## config.mk

```make
export PLATFORM = sky130hd
export DESIGN_NAME = rf_writeback_ctrl
export DESIGN_NICKNAME = d
export VERILOG_FILES = /design/src/rtl/rf_writeback_ctrl.sv
export SDC_FILE = /design/constraint.sdc
export NUM_CORES = 1
export LEC_CHECK = 0
export CORE_MARGIN = 8
export CORE_UTILIZATION = 40
export DETAILED_ROUTE_END_ITERATION = 8
export PLACE_DENSITY_LB_ADDON = 0.15
export REMOVE_ABC_BUFFERS = 1
export SLEW_MARGIN = 25
export SYNTH_ARGS = -nofsm -noshare
export SYNTH_HDL_FRONTEND = slang
export SYNTH_SLANG_ARGS = --single-unit
```

## constraint.sdc

```tcl
create_clock -name clk -period 3.81 [get_ports clk]
set_input_delay 0.762 -clock clk [delete_from_list [all_inputs] [get_ports clk]]
set_output_delay 0.762 -clock clk [all_outputs]
set_load 0.05 [all_outputs]
```

## src/rtl/rf_writeback_ctrl.sv

```systemverilog
// ---------------------------------------------------------------------------
// rf_writeback_ctrl
//
// Write side of the 16x16 register file and the only driver of its write
// port. Each cycle it picks at most one result to write: an ALU result, a
// previously held load response, or a newly accepted load response, in that
// priority order. Load destinations are tracked in program order in a
// circular queue. A per-register busy scoreboard lets decode stall on hazards
// against outstanding loads.
//
// Optional feature: define RFWB_STATS_EN to add the wb_count and
// stall_count statistics outputs.
//
// Ports
//   clk, reset       rising-edge clock; asynchronous active-low reset
//   alu_valid/dst/data        single-cycle ALU result, always accepted
//   ld_issue/ld_dst           load issue; pushed when ld_issue_ready
//   ld_issue_ready            load queue not full
//   mem_rsp_valid/data        in-order load data return
//   mem_rsp_ready             hold register empty
//   rf_wr_en/addr/data        registered register-file write port
//   busy                      bit r set while a load to r is outstanding
//   err                       sticky: [0] response with empty queue,
//                             [1] write-after-write onto a busy register
//   wb_count, stall_count     (RFWB_STATS_EN only) saturating statistics
// ---------------------------------------------------------------------------
module rf_writeback_ctrl #(
    parameter int WIDTH    = 16,
    parameter int REGBITS  = 4,
    parameter int LQ_DEPTH = 4
) (
    input  logic                     clk,
    input  logic                     reset,
    input  logic                     alu_valid,
    input  logic [REGBITS-1:0]       alu_dst,
    input  logic [WIDTH-1:0]         alu_data,
    input  logic                     ld_issue,
    input  logic [REGBITS-1:0]       ld_dst,
    output logic                     ld_issue_ready,
    input  logic                     mem_rsp_valid,
    input  logic [WIDTH-1:0]         mem_rsp_data,
    output logic                     mem_rsp_ready,
    output logic                     rf_wr_en,
    output logic [REGBITS-1:0]       rf_wr_addr,
    output logic [WIDTH-1:0]         rf_wr_data,
    output logic [(1<<REGBITS)-1:0]  busy,
    output logic [1:0]               err
`ifdef RFWB_STATS_EN
    ,
    output logic [15:0]              wb_count,
    output logic [15:0]              stall_count
`endif
);

    localparam int NREG = 1 << REGBITS;
    localparam int PTRW = (LQ_DEPTH > 1) ? $clog2(LQ_DEPTH) : 1;
    localparam logic [PTRW:0] CNT_FULL = (PTRW+1)'(LQ_DEPTH);

    // State
    logic [REGBITS-1:0] lq_mem_q [LQ_DEPTH];
    logic [REGBITS-1:0] lq_mem_d [LQ_DEPTH];
    logic [PTRW-1:0]    head_q, head_d, tail_q, tail_d;
    logic [PTRW:0]      count_q, count_d;
    logic               hold_valid_q, hold_valid_d;
    logic [WIDTH-1:0]   hold_data_q, hold_data_d;
    logic [NREG-1:0]    busy_q, busy_d;
    logic [1:0]         err_q, err_d;
    logic               rf_wr_en_q, rf_wr_en_d;
    logic [REGBITS-1:0] rf_wr_addr_q, rf_wr_addr_d;
    logic [WIDTH-1:0]   rf_wr_data_q, rf_wr_data_d;

    // Handshake / decode
    logic               lq_empty;
    logic               ld_acc;
    logic               rsp_acc;
    logic               rsp_live;
    logic               pop;
    logic [REGBITS-1:0] head_dst;
    logic [LQ_DEPTH-1:0] other_match;

    assign lq_empty       = (count_q == '0);
    assign ld_issue_ready = (count_q != CNT_FULL);
    assign mem_rsp_ready  = ~hold_valid_q;
    assign ld_acc         = ld_issue & ld_issue_ready;
    assign rsp_acc        = mem_rsp_valid & mem_rsp_ready;
    // A response arriving with nothing outstanding has no destination.
    assign rsp_live       = rsp_acc & ~lq_empty;
    assign head_dst       = lq_mem_q[head_q];

    // Does any valid queue entry other than the head target the head's
    // register? If so the register stays busy after the head is written.
    for (genvar gi = 0; gi < LQ_DEPTH; gi++) begin : g_match
        logic [PTRW-1:0] offset;
        assign offset = PTRW'(gi) - head_q;
        assign other_match[gi] = (offset != '0) && ({1'b0, offset} < count_q)
                                 && (lq_mem_q[gi] == head_dst);
    end

    always_comb begin
        lq_mem_d     = lq_mem_q;
        head_d       = head_q;
        tail_d       = tail_q;
        hold_valid_d = hold_valid_q;
        hold_data_d  = hold_data_q;
        busy_d       = busy_q;
        err_d        = err_q;
        rf_wr_en_d   = 1'b0;
        rf_wr_addr_d = rf_wr_addr_q;
        rf_wr_data_d = rf_wr_data_q;
        pop          = 1'b0;

        // Write select: ALU, then held response, then fresh response.
        if (alu_valid) begin
            rf_wr_en_d   = (alu_dst != '0);
            rf_wr_addr_d = alu_dst;
            rf_wr_data_d = alu_data;
            if (rsp_live) begin
                hold_valid_d = 1'b1;
                hold_data_d  = mem_rsp_data;
            end
        end else if (hold_valid_q) begin
            rf_wr_en_d   = (head_dst != '0);
            rf_wr_addr_d = head_dst;
            rf_wr_data_d = hold_data_q;
            hold_valid_d = 1'b0;
            pop          = 1'b1;
        end else if (rsp_live) begin
            rf_wr_en_d   = (head_dst != '0);
            rf_wr_addr_d = head_dst;
            rf_wr_data_d = mem_rsp_data;
            pop          = 1'b1;
        end

        if (pop) begin
            head_d = head_q + PTRW'(1);
            if (~|other_match)
                busy_d[head_dst] = 1'b0;
        end

        // Set after clear so a same-cycle issue to the same register wins.
        if (ld_acc) begin
            lq_mem_d[tail_q] = ld_dst;
            tail_d           = tail_q + PTRW'(1);
            if (ld_dst != '0)
                busy_d[ld_dst] = 1'b1;
        end
        busy_d[0] = 1'b0;

        if (rsp_acc && lq_empty)
            err_d[0] = 1'b1;
        if ((ld_acc && busy_q[ld_dst]) || (alu_valid && busy_q[alu_dst]))
            err_d[1] = 1'b1;

        count_d = count_q + (PTRW+1)'(ld_acc) - (PTRW+1)'(pop);
    end

    always_ff @(posedge clk or negedge reset) begin
        if (!reset) begin
            lq_mem_q     <= '{default: '0};
            head_q       <= '0;
            tail_q       <= '0;
            count_q      <= '0;
            hold_valid_q <= 1'b0;
            hold_data_q  <= '0;
            busy_q       <= '0;
            err_q        <= '0;
            rf_wr_en_q   <= 1'b0;
            rf_wr_addr_q <= '0;
            rf_wr_data_q <= '0;
        end else begin
            lq_mem_q     <= lq_mem_d;
            head_q       <= head_d;
            tail_q       <= tail_d;
            count_q      <= count_d;
            hold_valid_q <= hold_valid_d;
            hold_data_q  <= hold_data_d;
            busy_q       <= busy_d;
            err_q        <= err_d;
            rf_wr_en_q   <= rf_wr_en_d;
            rf_wr_addr_q <= rf_wr_addr_d;
            rf_wr_data_q <= rf_wr_data_d;
        end
    end

    assign rf_wr_en   = rf_wr_en_q;
    assign rf_wr_addr = rf_wr_addr_q;
    assign rf_wr_data = rf_wr_data_q;
    assign busy       = busy_q;
    assign err        = err_q;

`ifdef RFWB_STATS_EN
    logic [15:0] wb_count_q, wb_count_d;
    logic [15:0] stall_count_q, stall_count_d;

    always_comb begin
        wb_count_d    = wb_count_q;
        stall_count_d = stall_count_q;
        if (rf_wr_en_q && (wb_count_q != 16'hFFFF))
            wb_count_d = wb_count_q + 16'd1;
        if (mem_rsp_valid && !mem_rsp_ready && (stall_count_q != 16'hFFFF))
            stall_count_d = stall_count_q + 16'd1;
    end

    always_ff @(posedge clk or negedge reset) begin
        if (!reset) begin
            wb_count_q    <= '0;
            stall_count_q <= '0;
        end else begin
            wb_count_q    <= wb_count_d;
            stall_count_q <= stall_count_d;
        end
    end

    assign wb_count    = wb_count_q;
    assign stall_count = stall_count_q;
`endif

endmodule
```

==> impl_metrics.csv <==
group,metric,value,unit
logic_synthesis,postSynth.asyncResetShare,100,%
worst_setup_path,crit_family,"buffers and inverters",
clock_network,cts_buffer_depth,2,
worst_setup_path,path_depth,3,
timing,setup_viol,0,
logic_synthesis,synth_warnings,0,
worst_setup_path,end_kind,"output port",
logic_synthesis,synth_top_area_share,40.3,%
job,drv_cap,0,
worst_setup_path,critical_path_class,"flop to output port",
global_route,grt_max_degree,79,
placed_design,hpwl,9.65,mm
timing,hold_viol_final,0,
worst_setup_path,path_cells,"nor3b_1, inv_1, clkdlybuf4s50_1",
global_route,antenna_found_initial,0,
clock_network,path_clk_slew,0.06,ns
detailed_routing,avgViaCountPerCell,5.52,
finish,synthToLayoutAreaGrowth,24.8,%
worst_setup_path,crit_start,"count_q[2]",
global_route,overflow,0,
timing,min_period,3.05,ns
logic_synthesis,syn_area,4840,um^2
worst_setup_path,path_max_fanout,8,
timing,rsz0062_at_grt,"false",
detailed_routing,dr.pass1.iters,4,
timing,worstMarginPinSlew,0.810,ns
finish,final_nets,601,
worst_setup_path,critPathRequiredTime,3.05,ns
logic_synthesis,synth.avg_cell_area,10.0,um^2
logic_synthesis,yosysTopAreaCell,"dfrtp_1",
logic_synthesis,synth_common_cells,"dfrtp_1, a21oi_1, nand2_1, nor2_1, o21ai_0",
floorplanning,start_util,40.7,%
finish,drive_gt1_share,14.3,%
clock_network,clock_latency,0.33,ns
timing,period_share,79.9,%
worst_setup_path,endpoint,"ld_issue_ready",
detailed_routing,wl,13.3,mm
floorplanning,rows,40,
global_route,grt_usage,16.9,%
clock_network,cts_setup_buffers,0,
clock_network,cts_resized,0,
worst_setup_path,r2r_slack,0.84,ns
logic_synthesis,ys.flop_type,"dfrtp_1",
logic_synthesis,synthesis.instances,482,
logic_synthesis,synth-edff-count,0,
power,finalPower,5.47,mW
clock_network,cts_hold_buf,0,
global_route,grt_pass1_vias,3871,
finish,instances_no_fill,693,
clock_network,cts_tree,"done",
detailed_routing,wl_per_cell,19.1,um
logic_synthesis,ys_seq_elements,78,
placed_design,placed_cells,677,
logic_synthesis,yosysSeqAreaShare,40.3,%
floorplanning,die_area,15900,um^2
clock_network,cts_buffers,9,
timing,clock_skew,0.00733,ns
worst_setup_path,cp.buffers_inverters,2,
placed_design,io_buffer_count,84,
global_route,grt_pass1_wl,21.6,mm
power,peakVddDrop,0.565,mV
detailed_routing,antenna_left,0,
clock_network,htreeDepth,3,
worst_setup_path,reg2reg_depth,9,
worst_setup_path,r2r_end,"busy[3]",
floorplanning,die_y,126,um
logic_synthesis,synthTopCellsByArea,"dfrtp_1, mux2_2, mux4_2, mux2i_1, a21oi_1",
worst_setup_path,critPathMaxStageDelay,0.73,ns
worst_setup_path,cp.arrival,2.28,ns
worst_setup_path,r2r_start,"head_q[1]",
detailed_routing,vias,3825,
finish,diodes,0,
power,power.static_leakage,2.44,nW
power,power.density,905,nW/um^2
floorplanning,die_w,126,um
timing,slew_viol_final,0,
floorplanning,top_level_ports,86,
clock_network,root_buffer,"clkbuf_16",
timing,slew-limit-headroom,46.0,%
placed_design,gp_congestion,0.850,
clock_network,clkSinkCount,78,
logic_synthesis,yosysMostFrequentCell,"dfrtp_1",
outcome,outcome,"finished, final reports clean",
logic_synthesis,synth_cell_types,54,
floorplanning,design.core.area,11900,um^2
detailed_routing,drtIter0Drc,304,
detailed_routing,drcViolationCount,0,
worst_setup_path,start_kind,"flop",
worst_hold_path,hold_path_class,"primary input to async pin",
timing,fmax,328,MHz
worst_setup_path,worst_path_max_delay_cell,"clkdlybuf4s50_1",
==> worst register-to-register path, stage by stage (launching register included) <==
cell and delay, ns:
dfrtp_1 0.66, inv_1 0.25, ha_1 0.38, inv_1 0.05, ha_1 0.26, a21oi_1 0.06
o211ai_1 0.26, nand2_1 0.10, a22oi_2 0.63, a22oi_1 0.16
==> worst min path at each step <==
stage                     slack, ns              end
after floorplan                0.47         busy[10]
after global placement         0.46           err[0]
after detailed placement       0.47           err[0]
after CTS                      0.49           err[0]
after global routing           0.50           err[0]
final                          0.47  hold_data_q[13]
==> sequential cells by signal (all words and copies together) (netlist names) <==
| name | cells |
|---|---|
| hold_valid_q | 1 |
| tail_q | 2 |
| busy | 15 |
| rf_wr_data | 16 |
| hold_data_q | 16 |
| rf_wr_en | 1 |
| rf_wr_addr | 4 |
| head_q | 2 |
| lq_mem_q | 16 |
| count_q | 3 |
| err | 2 |
==> cells in the final DEF (no fill, tap or decap), drive strengths merged, types with 5 or more instances in the layout <==
master	n
a21oi	42
o211ai	5
mux2	32
nor4	11
clkbuf	11
nor2	35
buf	10
nand4	5
clkdlybuf4s50	83
ha	14
dfrtp	78
nand2	35
nor2b	10
o21ai	34
nor3	8
xor2	24
xnor2	9
mux2i	26
inv	13
mux4	12
==> power by group <==
| group | switching (mW) | internal (mW) |
|---|---|---|
| logic | 1.76 | 1.20 |
| registers | 0.430 | 1.17 |
| clock network | 0.365 | 0.551 |
| total | 2.55 | 2.92 |
==> metrics by stage <==
step	instance area (um^2)	utilization (%)	setup TNS [ns]	hold slack [ns]	worst slack, ns
finish	6040	50.7	0	0.465	0.764
global route	6040	50.7	0	0.503	0.576
CTS	6040	50.7	0	0.485	0.748
detailed placement	5720	48.0	0	0.471	0.892
global placement	5720	48.0	0	0.462	0.939
floorplan	4620	-	-0.911	0.466	-0.466
==> layout make-up <==
type	count	area, um^2
fillers	1136	5870
multi-input cells	346	2630
flip-flops and latches	78	1950
repair buffers	93	910
clock buffers	11	253
well taps	147	184
clock inverters	5	66.3
inverters	13	48.8
==> logic make-up after synthesis <==
family	Yosys count	synth area share, %
XOR/XNOR	33	5.97
AO/OA/AOI/OAI	105	13.0
other	1	0.0774
adder cells (fa/ha/maj)	15	4.03
multiplexers	70	18.7
AND/OR/NAND/NOR	122	12.4
flip-flops	78	40.3
buffers and inverters	58	5.58
==> layer usage <==
layer  wire (um)  global-route usage (%)
met5           0                       0
met1        6020                    23.0
met3         887                    4.60
met4         185                    5.10
met2        6170                    25.7
Power figures use the tool's default switching activity.
